**src/rtl/identify_pkg.sv**
```systemverilog
// identify_pkg: Power ISA branch opcodes, queue entry layout and the single-word classifier.
package identify_pkg;

    localparam logic [5:0] OP_PREFIX = 6'd1;
    localparam logic [5:0] OP_BC     = 6'd16;
    localparam logic [5:0] OP_B      = 6'd18;
    localparam logic [5:0] OP_XL     = 6'd19;

    localparam logic [9:0] XO_BCLR  = 10'd16;
    localparam logic [9:0] XO_BCCTR = 10'd528;
    localparam logic [9:0] XO_BCTAR = 10'd560;

    typedef struct packed {
        logic [0:63] instr;
        logic        prefixed;
        logic        bu_en;
        logic        i_form;
        logic        b_form;
        logic        cond_lr;
        logic        cond_ctr;
        logic        cond_tar;
    } id_entry_t;

    function automatic id_entry_t classify(input logic [0:31] w);
        logic [5:0] op;
        logic [9:0] xo;
        id_entry_t  e;
        op         = w[0:5];
        xo         = w[21:30];
        e          = '0;
        e.instr    = {w, 32'h0};
        e.i_form   = op == OP_B;
        e.b_form   = op == OP_BC;
        e.cond_lr  = op == OP_XL && xo == XO_BCLR;
        e.cond_ctr = op == OP_XL && xo == XO_BCCTR;
        e.cond_tar = op == OP_XL && xo == XO_BCTAR;
        e.bu_en    = e.i_form | e.b_form | e.cond_lr | e.cond_ctr | e.cond_tar;
        return e;
    endfunction

endpackage

```
**src/rtl/identify_fifo.sv**
```systemverilog
// identify_fifo: DEPTH-entry id_entry_t FIFO with flush and occupancy; head reads as zero when empty.
module identify_fifo
    import identify_pkg::*;
#(
    parameter int DEPTH = 4
) (
    input  logic                   i_clk,
    input  logic                   i_rst,
    input  logic                   i_flush,
    input  logic                   i_push,
    input  logic                   i_pop,
    input  id_entry_t              i_data,
    output id_entry_t              o_data,
    output logic                   o_full,
    output logic                   o_empty,
    output logic [$clog2(DEPTH):0] o_count
);

    localparam int AW = $clog2(DEPTH);
    localparam logic [AW:0] FULL_CNT = (AW + 1)'(DEPTH);

    id_entry_t   mem [DEPTH];
    logic [AW-1:0] wr_ptr, rd_ptr;
    logic [AW:0]   count;

    assign o_full  = count == FULL_CNT;
    assign o_empty = count == '0;
    assign o_count = count;
    assign o_data  = o_empty ? '0 : mem[rd_ptr];

    always_ff @(posedge i_clk)
        if (i_push && !i_flush)
            mem[wr_ptr] <= i_data;

    // Pointers are AW bits wide, so DEPTH being a power of two gives the wrap for free.
    always_ff @(posedge i_clk or posedge i_rst) begin
        if (i_rst) begin
            wr_ptr <= '0;
            rd_ptr <= '0;
            count  <= '0;
        end else if (i_flush) begin
            wr_ptr <= '0;
            rd_ptr <= '0;
            count  <= '0;
        end else begin
            if (i_push)
                wr_ptr <= wr_ptr + 1'b1;
            if (i_pop)
                rd_ptr <= rd_ptr + 1'b1;
            count <= count + (AW + 1)'(i_push) - (AW + 1)'(i_pop);
        end
    end

endmodule

```
**src/rtl/branch_identify_q.sv**
```systemverilog
// branch_identify_q: classifies fetched instruction words for the branch unit and queues them.
// Prefixed-pair joining is built only when BRANCH_IDENTIFY_PREFIX_EN is defined.
module branch_identify_q
    import identify_pkg::*;
#(
    parameter int DEPTH = 4
) (
    input  logic                   i_clk,
    input  logic                   i_rst,
    input  logic                   i_en,
    input  logic                   i_flush,
    input  logic                   i_valid,
    input  logic [0:31]            i_word,
    output logic                   o_ready,
    output logic                   o_valid,
    input  logic                   i_ready,
    output logic [0:63]            o_instr,
    output logic                   o_prefixed,
    output logic                   o_bu_en,
    output logic                   o_bu_i_form,
    output logic                   o_bu_b_form,
    output logic                   o_bu_cond_LR,
    output logic                   o_bu_cond_CTR,
    output logic                   o_bu_cond_TAR,
    output logic [$clog2(DEPTH):0] o_count
);

    id_entry_t wr_data, head;
    logic      full, empty, push, pop, wr_en;

    // Back-pressure ignores i_ready: a full queue refuses input even while it pops.
    assign o_ready = i_en && !full && !i_flush;
    assign push    = i_valid && o_ready;
    assign pop     = !empty && i_ready && i_en;

`ifdef BRANCH_IDENTIFY_PREFIX_EN
    localparam logic [0:0] ST_IDLE   = 1'b0;
    localparam logic [0:0] ST_PREFIX = 1'b1;

    logic [0:0]  state;
    logic [0:31] prefix;

    always_ff @(posedge i_clk or posedge i_rst) begin
        if (i_rst) begin
            state  <= ST_IDLE;
            prefix <= '0;
        end else if (i_en && i_flush) begin
            state  <= ST_IDLE;
            prefix <= '0;
        end else if (push) begin
            if (state == ST_IDLE && i_word[0:5] == OP_PREFIX) begin
                state  <= ST_PREFIX;
                prefix <= i_word;
            end else begin
                state  <= ST_IDLE;
            end
        end
    end

    // The suffix is carried verbatim; a pair is never handed to the branch unit as a branch.
    always_comb begin
        wr_data = classify(i_word);
        if (state == ST_PREFIX) begin
            wr_data          = '0;
            wr_data.instr    = {prefix, i_word};
            wr_data.prefixed = 1'b1;
        end
    end

    assign wr_en = push && !(state == ST_IDLE && i_word[0:5] == OP_PREFIX);
`else
    assign wr_data = classify(i_word);
    assign wr_en   = push;
`endif

    identify_fifo #(.DEPTH(DEPTH)) u_fifo (
        .i_clk   (i_clk),
        .i_rst   (i_rst),
        .i_flush (i_flush && i_en),
        .i_push  (wr_en),
        .i_pop   (pop),
        .i_data  (wr_data),
        .o_data  (head),
        .o_full  (full),
        .o_empty (empty),
        .o_count (o_count)
    );

    assign o_valid       = !empty;
    assign o_instr       = head.instr;
    assign o_prefixed    = head.prefixed;
    assign o_bu_en       = head.bu_en;
    assign o_bu_i_form   = head.i_form;
    assign o_bu_b_form   = head.b_form;
    assign o_bu_cond_LR  = head.cond_lr;
    assign o_bu_cond_CTR = head.cond_ctr;
    assign o_bu_cond_TAR = head.cond_tar;

endmodule

```
**config.mk**
```make
export PLATFORM = sky130hd
export DESIGN_NAME = branch_identify_q
export DESIGN_NICKNAME = d
export VERILOG_FILES = /design/src/rtl/identify_pkg.sv /design/src/rtl/identify_fifo.sv /design/src/rtl/branch_identify_q.sv
export SDC_FILE = /design/constraint.sdc
export NUM_CORES = 1
export LEC_CHECK = 0
export BUFFER_PORTS_ARGS = -buffer_cell sky130_fd_sc_hd__buf_2
export CAP_MARGIN = 20
export CORE_MARGIN = 10
export CORE_UTILIZATION = 30
export DETAILED_ROUTE_END_ITERATION = 12
export SLEW_MARGIN = 25
export SYNTH_ARGS = -nofsm -noshare
export SYNTH_HDL_FRONTEND = slang
export SYNTH_HIERARCHICAL = 1
export SYNTH_SLANG_ARGS = --single-unit
```
**constraint.sdc**
```tcl
create_clock -name i_clk -period 4.92 [get_ports i_clk]
set_clock_uncertainty 0.2 [all_clocks]
set_input_delay 0.246 -clock i_clk [delete_from_list [all_inputs] [get_ports i_clk]]
set_output_delay 0.246 -clock i_clk [all_outputs]
set_load 0.05 [all_outputs]
```
==> results of run 1 <==
-- report_power, final --
part / internal, mW / switching [mW]
registers: 2.81 / 0.170
logic: 0.934 / 2.01
clock network: 1.20 / 0.876
-- cells by family (layout without fill, tap and decap cells) --
family | after synthesis | after routing | synth area share [%]
adder cells (fa/ha/maj) | 7 | 7 | 0.8410
multiplexers | 72 | 72 | 14.23
flip-flops | 291 | 291 | 76.97
other | 1 | 134 | 0.03317
XOR/XNOR | 3 | 3 | 0.3541
buffers and inverters | 34 | 225 | 1.704
AO/OA/AOI/OAI | 3 | 3 | 0.1881
AND/OR/NAND/NOR | 103 | 103 | 5.677
-- worst max-delay path: cells and delay by family (launching register included) --
kind,cells,cell delay [ps]
DFF,1,900
buffers and inverters,2,620
muxes,1,550
and+or+nand+nor,1,200
-- final cells by class --
cell class | count | area, µm²
diodes | 2 | 5.005
clock buffers | 40 | 809.5
clock inverters | 13 | 85.08
fillers | 3447 | 23150
inverters | 9 | 33.78
multi-input cells | 320 | 2914
flip-flops and latches | 291 | 8711
well taps | 511 | 639.4
repair buffers | 163 | 1051
-- state kept, by name, indices dropped and copies added, names as in the netlist --
| signal | cells |
|---|---|
| u_fifo/mem | 284 |
| u_fifo/o_count | 3 |
| u_fifo/rd_ptr | 2 |
| u_fifo/wr_ptr | 2 |
-- worst paths after layout --
| path | cells past startpoint | slack (ps) | from | to |
|---|---|---|---|---|
| worst min-delay path | 4 | 30 | i_ready | u_fifo/rd_ptr[1] |
| worst min register to register | 2 | 400 | u_fifo/wr_ptr[1] | u_fifo/wr_ptr[1] |
| worst max register to register | 12 | 1790 | u_fifo/o_count[1] | u_fifo/o_count[2] |
| worst max-delay path | 4 | 1620 | u_fifo/rd_ptr[0] | o_instr[53] |
| max in group asynchronous | 4 | 3700 | i_rst | u_fifo/rd_ptr[0] |
| min in group asynchronous | 4 | 560 | i_rst | u_fifo/wr_ptr[1] |
-- Yosys cell counts (all sizes together) --
cell    count  area (µm²)
a21bo       1       10.01
a21oi       1       5.000
and2       77       481.7
and3        1       6.260
buf        17       128.9
clkbuf      8       30.03
conb        1       3.750
dfrtp       7       175.2
edfxtp    284        8528
fa          1       20.02
ha          6       75.07
inv         9       33.78
mux2i       1       10.01
mux4       71        1599
nand2       2       7.510
nand3b      1       7.510
nand4b      1       8.760
nor2        5       18.77
nor2b       3       18.77
nor3        2       10.01
nor3b       3       22.52
nor4        3       18.77
nor4b       1       8.760
o22ai       1       6.260
or3         2       12.51
or4b        2       20.02
xnor2       2       17.52
xnor3       1       22.52
-- routing by layer --
metal,vias up,wire length [µm]
li1,2551,-
met1,2799,9767
met3,29,1210
met4,0,408
met5,-,0
met2,115,11480
-- per-stage QoR --
step	std cells	hold WS, ps	total power, mW
final	1349	31.34	7.989
after global routing	1349	48.98	8.395
after CTS	1347	1.362	8.167
after detailed placement	1255	31.94	6.026
after global placement	1255	25.67	6.029
after floorplan	645	-150.6	5.317
==> results.txt, run 1 <==
- Clock transition time at the flip-flop clock pins of the worst setup and hold paths: 60 ps
- Synthesis instantiated 29 different standard cells from the library.
* Most used cells in the layout excluding fill and tap cells: sky130_fd_sc_hd__edfxtp_1 (284), sky130_fd_sc_hd__conb_1 (132), sky130_fd_sc_hd__buf_2 (113)
- OpenSTA, run right after detailed placement, puts the worst setup slack at around 1700 ps.
- The number of global-route vias before repair came to 6128.
* Most common cell after layout, fill and taps aside: sky130_fd_sc_hd__edfxtp_1
- Final setup viols: 0
* DRC errors left: 0
- Wires add up to 22870 µm.
* Number of nets still failing antenna checks after routing: 0
* Finished Cell Area: ~14000 µm²
- Clock latency reported for the late side of the worst-skew pair: roughly 540 ps
- Pwr per Cell Area: about 560 nW/µm²
* Grt met1 use: 12.48%
- Total clock buffers created by CTS: 31
* Post-Syn Area per Cell: 22.00 µm²
- In this run the worst path has a maximum fanout of 39.
* Cell chain of the critical path: buf_12, mux4_2, and2_1, buf_2
- Slew at the pin closest to its max-slew limit: 974.9 ps
- Placement Rows: 71
- Critical path start-end classification: reg -> out
- Dividing the final minimum period by the clock period gives 67.01%.
- Data on the critical path arrives at its endpoint at approximately 2900 ps.
* Fmax: slightly above 300 MHz
* Count of warnings emitted by yosys: 6
- Dividing the detail-routed wire length by the instance count gives about 17 µm.
- GR peak layer: met2
- Setup repair after global routing left no endpoint under its margin.
- Yosys reg bits: 291
* H-tree levels: 1
- Headroom to the max-slew limit came out at 35.00%.
- After detailed placement, the total cell area comes to around 13000 µm².
- Number of nets in the finished design: 861
- Hold WC Path Type: in -> reg
- Floorplan die area: between 40000 and 50000 µm²
- Met3 Use GR: under 10%
- Max Cap Viol: 0
- Part of the Yosys area used for sequential elements: 76.97%
* Maximum number of pins on one net before global-route repair: 73
* Setup TNS: 0 ps
- Buffers added to address setup during post-CTS repair amount to 0.
* Clock net sink count: approximately 290
- VDD sags by at most 0.3559 mV.
- On the worst path, the slowest cell contributes a delay of 900 ps.
* Hold_buf cts: 39
- CTS placed an instance of sky130_fd_sc_hd__clkbuf_16 at the clock tree root.
- The wire-length estimate of the detail-placed layout is 13450 µm.
- The largest individual stage delay along the critical path comes from the cell sky130_fd_sc_hd__dfrtp_4.
- Post-layout utilization of the core: between 30% and 40%
* Mapped cell area: ~11000 µm²
* Violation count after the first detailed-routing iteration: 307
- Input and output buffers added on the ports amount to 113.
- TritonCTS built the clock tree.
- First-pass iteration count of the detailed router: 6
* Proportion of layout cells with a drive suffix above 1: 28.71%
* Final worst-path setup slack: 1623 ps
- Die span in x: between 200 and 250 µm
- Global routing used between 10% and 20% of the available met2 tracks.
* Number of antenna violations at the first check in global routing: 2
* Initial cell density of the core: 30.23%
- STA classifies the critical path startpoint as a register.
- Pin placement for this block handled 114 I/O pins.
- Summed over all layers, the global routing overflow is 0.
- The first global-routing pass estimated 36170 µm of wire.
- The congestion estimate from routability-driven global placement came to around 0.66.
* Average vias per placed instance: 4.073
- Time the worst path needs with I/O delays and setup: 3297 ps
* Area added between synthesis and finish: 26.02%
- The worst setup path is captured at a primary output.
* Synthesized netlist cell count: 514
- Post_cts resized: 0
* Clock Path Buffers: 3
- The final count of pins violating max slew is 0.
- Data on the critical path is required at its endpoint by 4470 ps.
* Std-Cell Core Area: 37400 µm²
- The number of endpoints with negative hold slack in the final report is 0.
- The floorplan step set the die height to 214.1 µm.
- Across every metal layer, demand over resource in global routing totals 9.923%.
- Detailed routing inserted a total of 5494 vias.
- The flow ran to the end, and the final reports show no timing, DRC or antenna violations.
- Static leakage power: 4.986 nW
Note: power is estimated with default switching activity, not from simulation.
==> inputs of run 2 (changes only) <==
==> constraint.sdc (replaced) <==
create_clock -name i_clk -period 2.9 [get_ports i_clk]
set_clock_uncertainty 0.2 [all_clocks]
set_input_delay 0.145 -clock i_clk [delete_from_list [all_inputs] [get_ports i_clk]]
set_output_delay 0.145 -clock i_clk [all_outputs]
set_load 0.05 [all_outputs]
==> results.txt, run 2 (same netlist as run 1, synthesis figures left out) <==
- The total DRC errors in the routed layout came to 0 (unchanged).
* Most used cells in the layout excluding fill and tap cells: sky130_fd_sc_hd__edfxtp_1 (284), sky130_fd_sc_hd__conb_1 (132), sky130_fd_sc_hd__buf_2 (113) (unchanged)
- The count of cells along the worst register-to-register path came to 7 (was 12).
- Setup TNS: 0 ps (unchanged)
* Area added between synthesis and finish: 29.29% (was 26.02%)
* Most flop-heavy register: u_fifo/mem (unchanged)
- Time the worst path needs with I/O delays and setup: 2730 ps
- First-pass iteration count of the detailed router: 4 (was 6)
- Final standard cell count with taps included and fillers excluded: 1360 (was 1349)
- Average vias per placed instance: 4.057 (was 4.073)
* Final setup viols: 0 (unchanged)
- The number of placed instances, taps included was 1261 (was 1255).
- Worst min-delay path startpoint: i_ready (unchanged)
* Critical Path Most Common Cell: sky130_fd_sc_hd__dlygate4sd3_1
* Number of nets in the finished design: 871 (was 861)
- The wire length per cell after detailed routing was 16.79 µm (was 16.95 µm).
- Weighted congestion at the end of routability-driven global placement: 0.6894 (was 0.6634)
* Finished Cell Area: 14620 µm² (was 14250 µm²)
- The leading cell type in the layout, fill and taps excluded is sky130_fd_sc_hd__edfxtp_1 (unchanged).
- Initial cell density of the core: 30.23% (unchanged)
- Worst path max stage delay: 600 ps (was 900 ps)
* Stages on worst setup path: 7 (was 4)
- Buffers added on ports: 113 (unchanged)
* Die span in x: 214.1 µm (unchanged)
- The final hold slack was 112.8 ps (was 31.34 ps).
- The number of max-cap violations is 0 (unchanged).
- Placement-stage worst setup slack: 343.8 ps (was 1730 ps)
- Cell with the largest stage delay on the worst path: sky130_fd_sc_hd__dlygate4sd3_1 (was sky130_fd_sc_hd__dfrtp_4)
* Clock tree root driver cell: sky130_fd_sc_hd__clkbuf_16 (unchanged)
* Kind of start point of the critical path: register (unchanged)
* Type of element capturing the critical path: register (was primary output)
- The antenna diode count was 0 (was 2).
* Violation count after the first detailed-routing iteration: 269 (was 307)
- The top-level I/O count came to 114 (unchanged).
- Hold WC Path Type: in -> reg (unchanged)
- H-tree levels: 1 (unchanged)
- The worst path buffer plus inverter count was 2 (unchanged).
* GRT Resource Usage Total: 9.859% (was 9.923%)
- RSZ-0062 raised after global routing: false (unchanged)
- Reg2reg start: u_fifo/o_count[1] (unchanged)
- The number of antenna violations at the first check in global routing came to 0 (was 2).
- Fmax: 366.4 MHz
* Power consumption: 14.07 mW (was 7.989 mW)
* Clock latency reported for the late side of the worst-skew pair: 540 ps (about the same)
* Proportion of layout cells with a drive suffix above 1: 32.04% (was 28.71%)
* Static leakage power: 5.126 nW (was 4.986 nW)
- The global-route wire length before repair came to 35870 µm (was 36170 µm).
- The number of endpoints with negative hold slack in the final report came to 0 (unchanged).
- The aggregate global routing overflow is 0 (unchanged).
- The number of buffers added by the clock tree synthesis step is 31 (unchanged).
* Slew at the pin closest to its max-slew limit: 594.1 ps (was 974.9 ps)
- Std-Cell Core Area: 37400 µm² (unchanged)
* Via count of the first global-routing pass: 6183 (was 6128)
- Cell chain of the critical path: nor3b_1, nor3b_4, and2_4, dlygate4sd3_1, xnor2_1, nor2_1, dlygate4sd3_1 (was buf_12, mux4_2, and2_1, buf_2)
- Period utilisation layout: 94.12%
- The area of the die was 45860 µm² (unchanged).
- Placement Rows: 71 (unchanged)
- Vert. Die Dim: 214.1 µm (unchanged)
- Sum of routed wire length over all layers: 22830 µm (was 22870 µm)
- The worst-case vdd ir drop is 0.5336 mV (was 0.3559 mV).
* Post-layout utilization of the core: 39.09% (was 38.10%)
- Via count: 5517 (was 5494)
* Critical path data arrival time: 2960 ps (was 2850 ps)
- The worst hold path depth came to 5 (was 4).
* Worst slew margin relative to its limit: 60.03% (was 35.00%)
* Launching instance or port of the critical path: u_fifo/o_count[1] (was u_fifo/rd_ptr[0])
- The number of flip-flops in the largest register is 284 (unchanged).
- Top cell family by delay on the critical path: buffers and inverters (was flip-flops)
* Maximum number of pins on one net before global-route repair: 72 (was 73)
* Final Slew Violations: 0 (unchanged)
* Clock Path Buffers: 3 (unchanged)
- Number of nets still failing antenna checks after routing: 0 (unchanged)
- The category of the most critical setup path is reg -> reg (was reg -> out).
- The clock sink total was 291 (unchanged).
* HPWL after DPL: 13890 µm (was 13450 µm)
- The area of placed instances was 13190 µm² (was 12960 µm²).
- Pwr per Cell Area: 962.2 nW/µm² (was 560.7 nW/µm²)
- Status: finished, final reports clean (unchanged)
- The clock-pin slew of the registers on the worst-case setup and hold paths came to 60 ps (about the same).
- The smallest setup slack after layout was 170.4 ps (was 1623 ps).
- The clock tree from TritonCTS is built (unchanged).
* Critical path data required time: 3130 ps (was 4470 ps)
- Maximum fanout count along the critical path: 5 (was 39)
run 2: changes by cell type in the layout (fill, tap and decap cells not counted), moves of 3 or more:
cell	before	now
sky130_fd_sc_hd__clkinv_2	4	11
sky130_fd_sc_hd__dfrtp_1	5	2
sky130_fd_sc_hd__inv_1	9	5
sky130_fd_sc_hd__buf_12	1	10
sky130_fd_sc_hd__dfrtp_2	0	3
sky130_fd_sc_hd__bufinv_16	1	4
sky130_fd_sc_hd__clkbuf_1	9	3
sky130_fd_sc_hd__buf_4	10	7
run 2: repair_timing:
action	in CTS	in global routing
setup endpoints to repair	0	14
buffers inserted	0	2
resized for setup	0	2
hold endpoints to repair	166	0
hold buffers	41	0
run 2: worst min-delay path, delay by kind of cell:
| kind | cells | cell delay, ps |
|---|---|---|
| buf+inv | 1 | 120 |
| fa+ha+maj | 2 | 320 |
| simple gates | 2 | 240 |
run 2: final timing paths:
kind | end | slack [ps]
worst min-delay path | u_fifo/o_count[1] | 110
max in group asynchronous | u_fifo/rd_ptr[0] | 1800
min in group asynchronous | u_fifo/o_count[0] | 440
worst max register to register | u_fifo/wr_ptr[0] | 170
worst min register to register | u_fifo/wr_ptr[1] | 400
worst max-delay path | u_fifo/wr_ptr[0] | 170
run 2: per-layer routing:
layer  part of all wire, %  routed length (µm)  GRT usage, %
met1                    45               10260         12.83
met2                    48               10950         16.33
met3                   5.4                1242         2.299
met4                   1.7                 385         2.434
met5                     0                   0             0
run 2: layout make-up:
| class | count | area [µm²] |
|---|---|---|
| clock buffers | 34 | 787.0 |
| inverters | 9 | 40.04 |
| repair buffers | 173 | 1267 |
| clock inverters | 22 | 210.2 |
| fillers | 3387 | 22780 |
| multi-input cells | 320 | 2960 |
| well taps | 511 | 639.4 |
| flip-flops and latches | 291 | 8715 |
run 2: power by group:
group          internal [mW]  leakage (nW)  switching, mW
Combinational           1.70          1.98           3.64
Sequential              4.77          2.65          0.125
Clock                   2.30         0.497           1.54
==> inputs of run 3 (changes only) <==
--- a/config.mk
+++ b/config.mk
@@ -7,7 +7,7 @@
 export LEC_CHECK = 0
 export BUFFER_PORTS_ARGS = -buffer_cell sky130_fd_sc_hd__buf_2
 export CAP_MARGIN = 20
-export CORE_MARGIN = 10
+export CORE_MARGIN = 1
 export CORE_UTILIZATION = 30
 export DETAILED_ROUTE_END_ITERATION = 12
 export SLEW_MARGIN = 25
==> results.txt, run 3 (same netlist as run 1, synthesis figures left out) <==
- The most flop-heavy register is u_fifo/mem (unchanged).
- Clock latency reported for the late side of the worst-skew pair: 540 ps (about the same)
- The global router's overall resource usage was 11.35% (was 9.859%).
- The number of buffers added by the clock tree synthesis step is 30 (was 31).
- The synthesis-to-layout area growth came to 28.94% (was 29.29%).
- Most used cells in the layout excluding fill and tap cells: sky130_fd_sc_hd__edfxtp_1 (284), sky130_fd_sc_hd__conb_1 (132), sky130_fd_sc_hd__buf_2 (113) (unchanged)
- The time the final worst path needs with I/O delays and setup was 2798 ps (was 2730 ps).
- Number of nets in the finished design: 871 (unchanged)
* Worst Hold Path Cells: 5 (unchanged)
* Worst Reg-to-Reg Cells: 7 (unchanged)
- The pin count of the biggest net entering global routing was 72 (unchanged).
- The die height was 196.1 µm (was 214.1 µm).
- The area of the die came to 38470 µm² (was 45860 µm²).
* IR Drop Worst-Case VDD: 0.5857 mV (was 0.5336 mV)
- The total of fill cells in the finished design came to 3350 (was 3387).
- Final setup viols: 0 (unchanged)
- Hold WC Path Type: in -> reg (unchanged)
- The final antenna-violating net count came to 0 (unchanged).
- H-tree levels: 1 (unchanged)
- The total number of vias was 5534 (was 5517).
- The wire length per cell after detailed routing is 16.16 µm (was 16.79 µm).
* Clock tree root driver cell: sky130_fd_sc_hd__clkbuf_16 (unchanged)
- The clock-pin slew of the registers on the worst-case setup and hold paths is 60 ps (about the same).
* Via count of the first global-routing pass: 5752 (was 6183)
- Cell chain of the critical path: buf_4, mux4_2, and2_1, buf_2 (was nor3b_1, nor3b_4, and2_4, dlygate4sd3_1, xnor2_1, nor2_1, dlygate4sd3_1)
- Minimum hold slack: 96.76 ps (was 112.8 ps)
- Worst slew margin relative to its limit: 49.39% (was 60.03%)
* Weighted congestion at the end of routability-driven global placement: 0.7209 (was 0.6894)
* Final Slew Violations: 0 (unchanged)
- The required time of the worst setup path was 2560 ps (was 3130 ps).
- HPWL after DPL: 13760 µm (was 13890 µm)
- Number of flip-flops in the largest register: 284 (unchanged)
- Critical path start-end classification: reg -> out (was reg -> reg)
- First-pass iteration count of the detailed router: 4 (unchanged)
* RSZ-0062 raised after global routing: false (unchanged)
- The clock tree from TritonCTS is built (unchanged).
- Slew at the pin closest to its max-slew limit: 752.2 ps (was 594.1 ps)
- The clock sink total came to 291 (unchanged).
- The kind of launch point of the worst setup path is a register (unchanged).
- The final routed wirelength across all metal layers is 21830 µm (was 22830 µm).
- The number of rows in the core area was 70 (was 71).
- The number of vias per cell is 4.096 (was 4.057).
- Maximum fanout count along the critical path: 34 (was 5)
* Buffers added on ports: 113 (unchanged)
- The accumulated negative setup slack came to 0 ps (unchanged).
* Type of element capturing the critical path: primary output (was register)
- The delay of the slowest cell on the worst path was 790 ps (was 600 ps).
* Die span in x: 196.1 µm (was 214.1 µm)
- The quantity of gates resized following cts came to 0 (unchanged).
- The slowest stage cell on the critical path is sky130_fd_sc_hd__dfrtp_4 (was sky130_fd_sc_hd__dlygate4sd3_1).
- The antenna diode count was 0 (unchanged).
* Sum of overflow across all layers after global routing: 0 (unchanged)
* Most common cell after layout, fill and taps aside: sky130_fd_sc_hd__edfxtp_1 (unchanged)
- Final hold viol count: 0 (unchanged)
- Violation count after the first detailed-routing iteration: 186 (was 269)
- Clock Path Buffers: 3 (unchanged)
- The number of max-cap violations was 0 (unchanged).
- I/O Pins: 114 (unchanged)
- Proportion of layout cells with a drive suffix above 1: 31.05% (was 32.04%)
- Number of antenna violations at the first check in global routing: 0 (unchanged)
- Std-Cell Core Area: 36870 µm² (was 37400 µm²)
- DRC errors left: 0 (unchanged)
- Global-route wire length before repair: 33150 µm (was 35870 µm)
- Fmax: 357.4 MHz (was 366.4 MHz)
* Initial cell density of the core: 30.67% (was 30.23%)
- Status: finished, final reports clean (unchanged).
- The final clock period utilization by the worst path came to 96.49% (was 94.12%).
- The total leakage power was 5.092 nW (was 5.126 nW).
- Pwr per Cell Area: 951.8 nW/µm² (was 962.2 nW/µm²)
- The endpoint arrival time on the critical path is 2450 ps (was 2960 ps).
[run 3: cell types whose count changed in the layout (fill, tap and decap cells not counted), sizes merged]
cell	change
clkinv	-8
clkbuf	+6
buf	+1
bufinv	-1
[run 3: worst max-delay path: cells and delay by family (launching register included)]
family,cells,cell delay [ps]
flip-flops,1,790
AND/OR/NAND/NOR,1,190
multiplexers,1,370
buffers and inverters,2,550
[run 3: path summary, 6_finish.rpt]
path / startpoint / endpoint / slack, ps
max: u_fifo/rd_ptr[1] / o_instr[54] / 100
min reg2reg: u_fifo/wr_ptr[1] / u_fifo/wr_ptr[1] / 390
max in group asynchronous: i_rst / u_fifo/rd_ptr[1] / 1760
min in group asynchronous: i_rst / u_fifo/rd_ptr[0] / 470
max reg2reg: u_fifo/o_count[1] / u_fifo/wr_ptr[0] / 170
min: i_en / u_fifo/o_count[1] / 100
[run 3: report_power, final]
| group | internal, mW | total, mW | leakage, nW | switching (mW) |
|---|---|---|---|---|
| clock network | 2.20 | 3.68 | 0.456 | 1.47 |
| registers | 4.76 | 4.91 | 2.65 | 0.142 |
| logic | 1.70 | 5.29 | 1.99 | 3.59 |
| total | 8.67 | 13.9 | 5.09 | 5.21 |
[run 3: cell type report]
cell class              instances  area (µm²)  area share (%)
clock inverters                13       135.1          0.9269
inverters                       9       40.04          0.2746
multi-input cells             320        2960           20.31
well taps                     504       630.6           4.325
flip-flops and latches        291        8715           59.78
clock buffers                  40       809.5           5.553
repair buffers                174        1289           8.840
[run 3: timing repair]
item                                    in CTS  in global routing
hold endpoints to repair                   166                  0
hold buffers                                41                  0
buffers inserted                             0                  2
endpoints found under the setup margin       0                 12
[run 3: per-layer routing]
| layer | share of wire [%] | global-route usage [%] | up-vias |
|---|---|---|---|
| li1 | - | - | 2573 |
| met1 | 45 | 14.97 | 2814 |
| met2 | 49 | 19.18 | 106 |
| met3 | 3.5 | 1.960 | 41 |
| met4 | 2.4 | 3.328 | 0 |
| met5 | 0 | 0 | - |
[run 3: through the flow]
| step | total power [mW] | setup slack, ps | instances | util, % | area [µm²] |
|---|---|---|---|---|---|
| 2_1_floorplan | 9.097 | -114.8 | 645 | - | 11890 |
| 3_3_place_gp | 10.31 | 381.4 | 1255 | 35.82 | 13210 |
| 3_5_place_dp | 10.33 | 362.7 | 1255 | 35.82 | 13210 |
| 4_1_cts | 14.09 | 21.66 | 1349 | 39.50 | 14560 |
| 5_1_grt | 14.45 | 13.31 | 1351 | 39.54 | 14580 |
| 6_report | 13.88 | 101.8 | 1351 | 39.54 | 14580 |
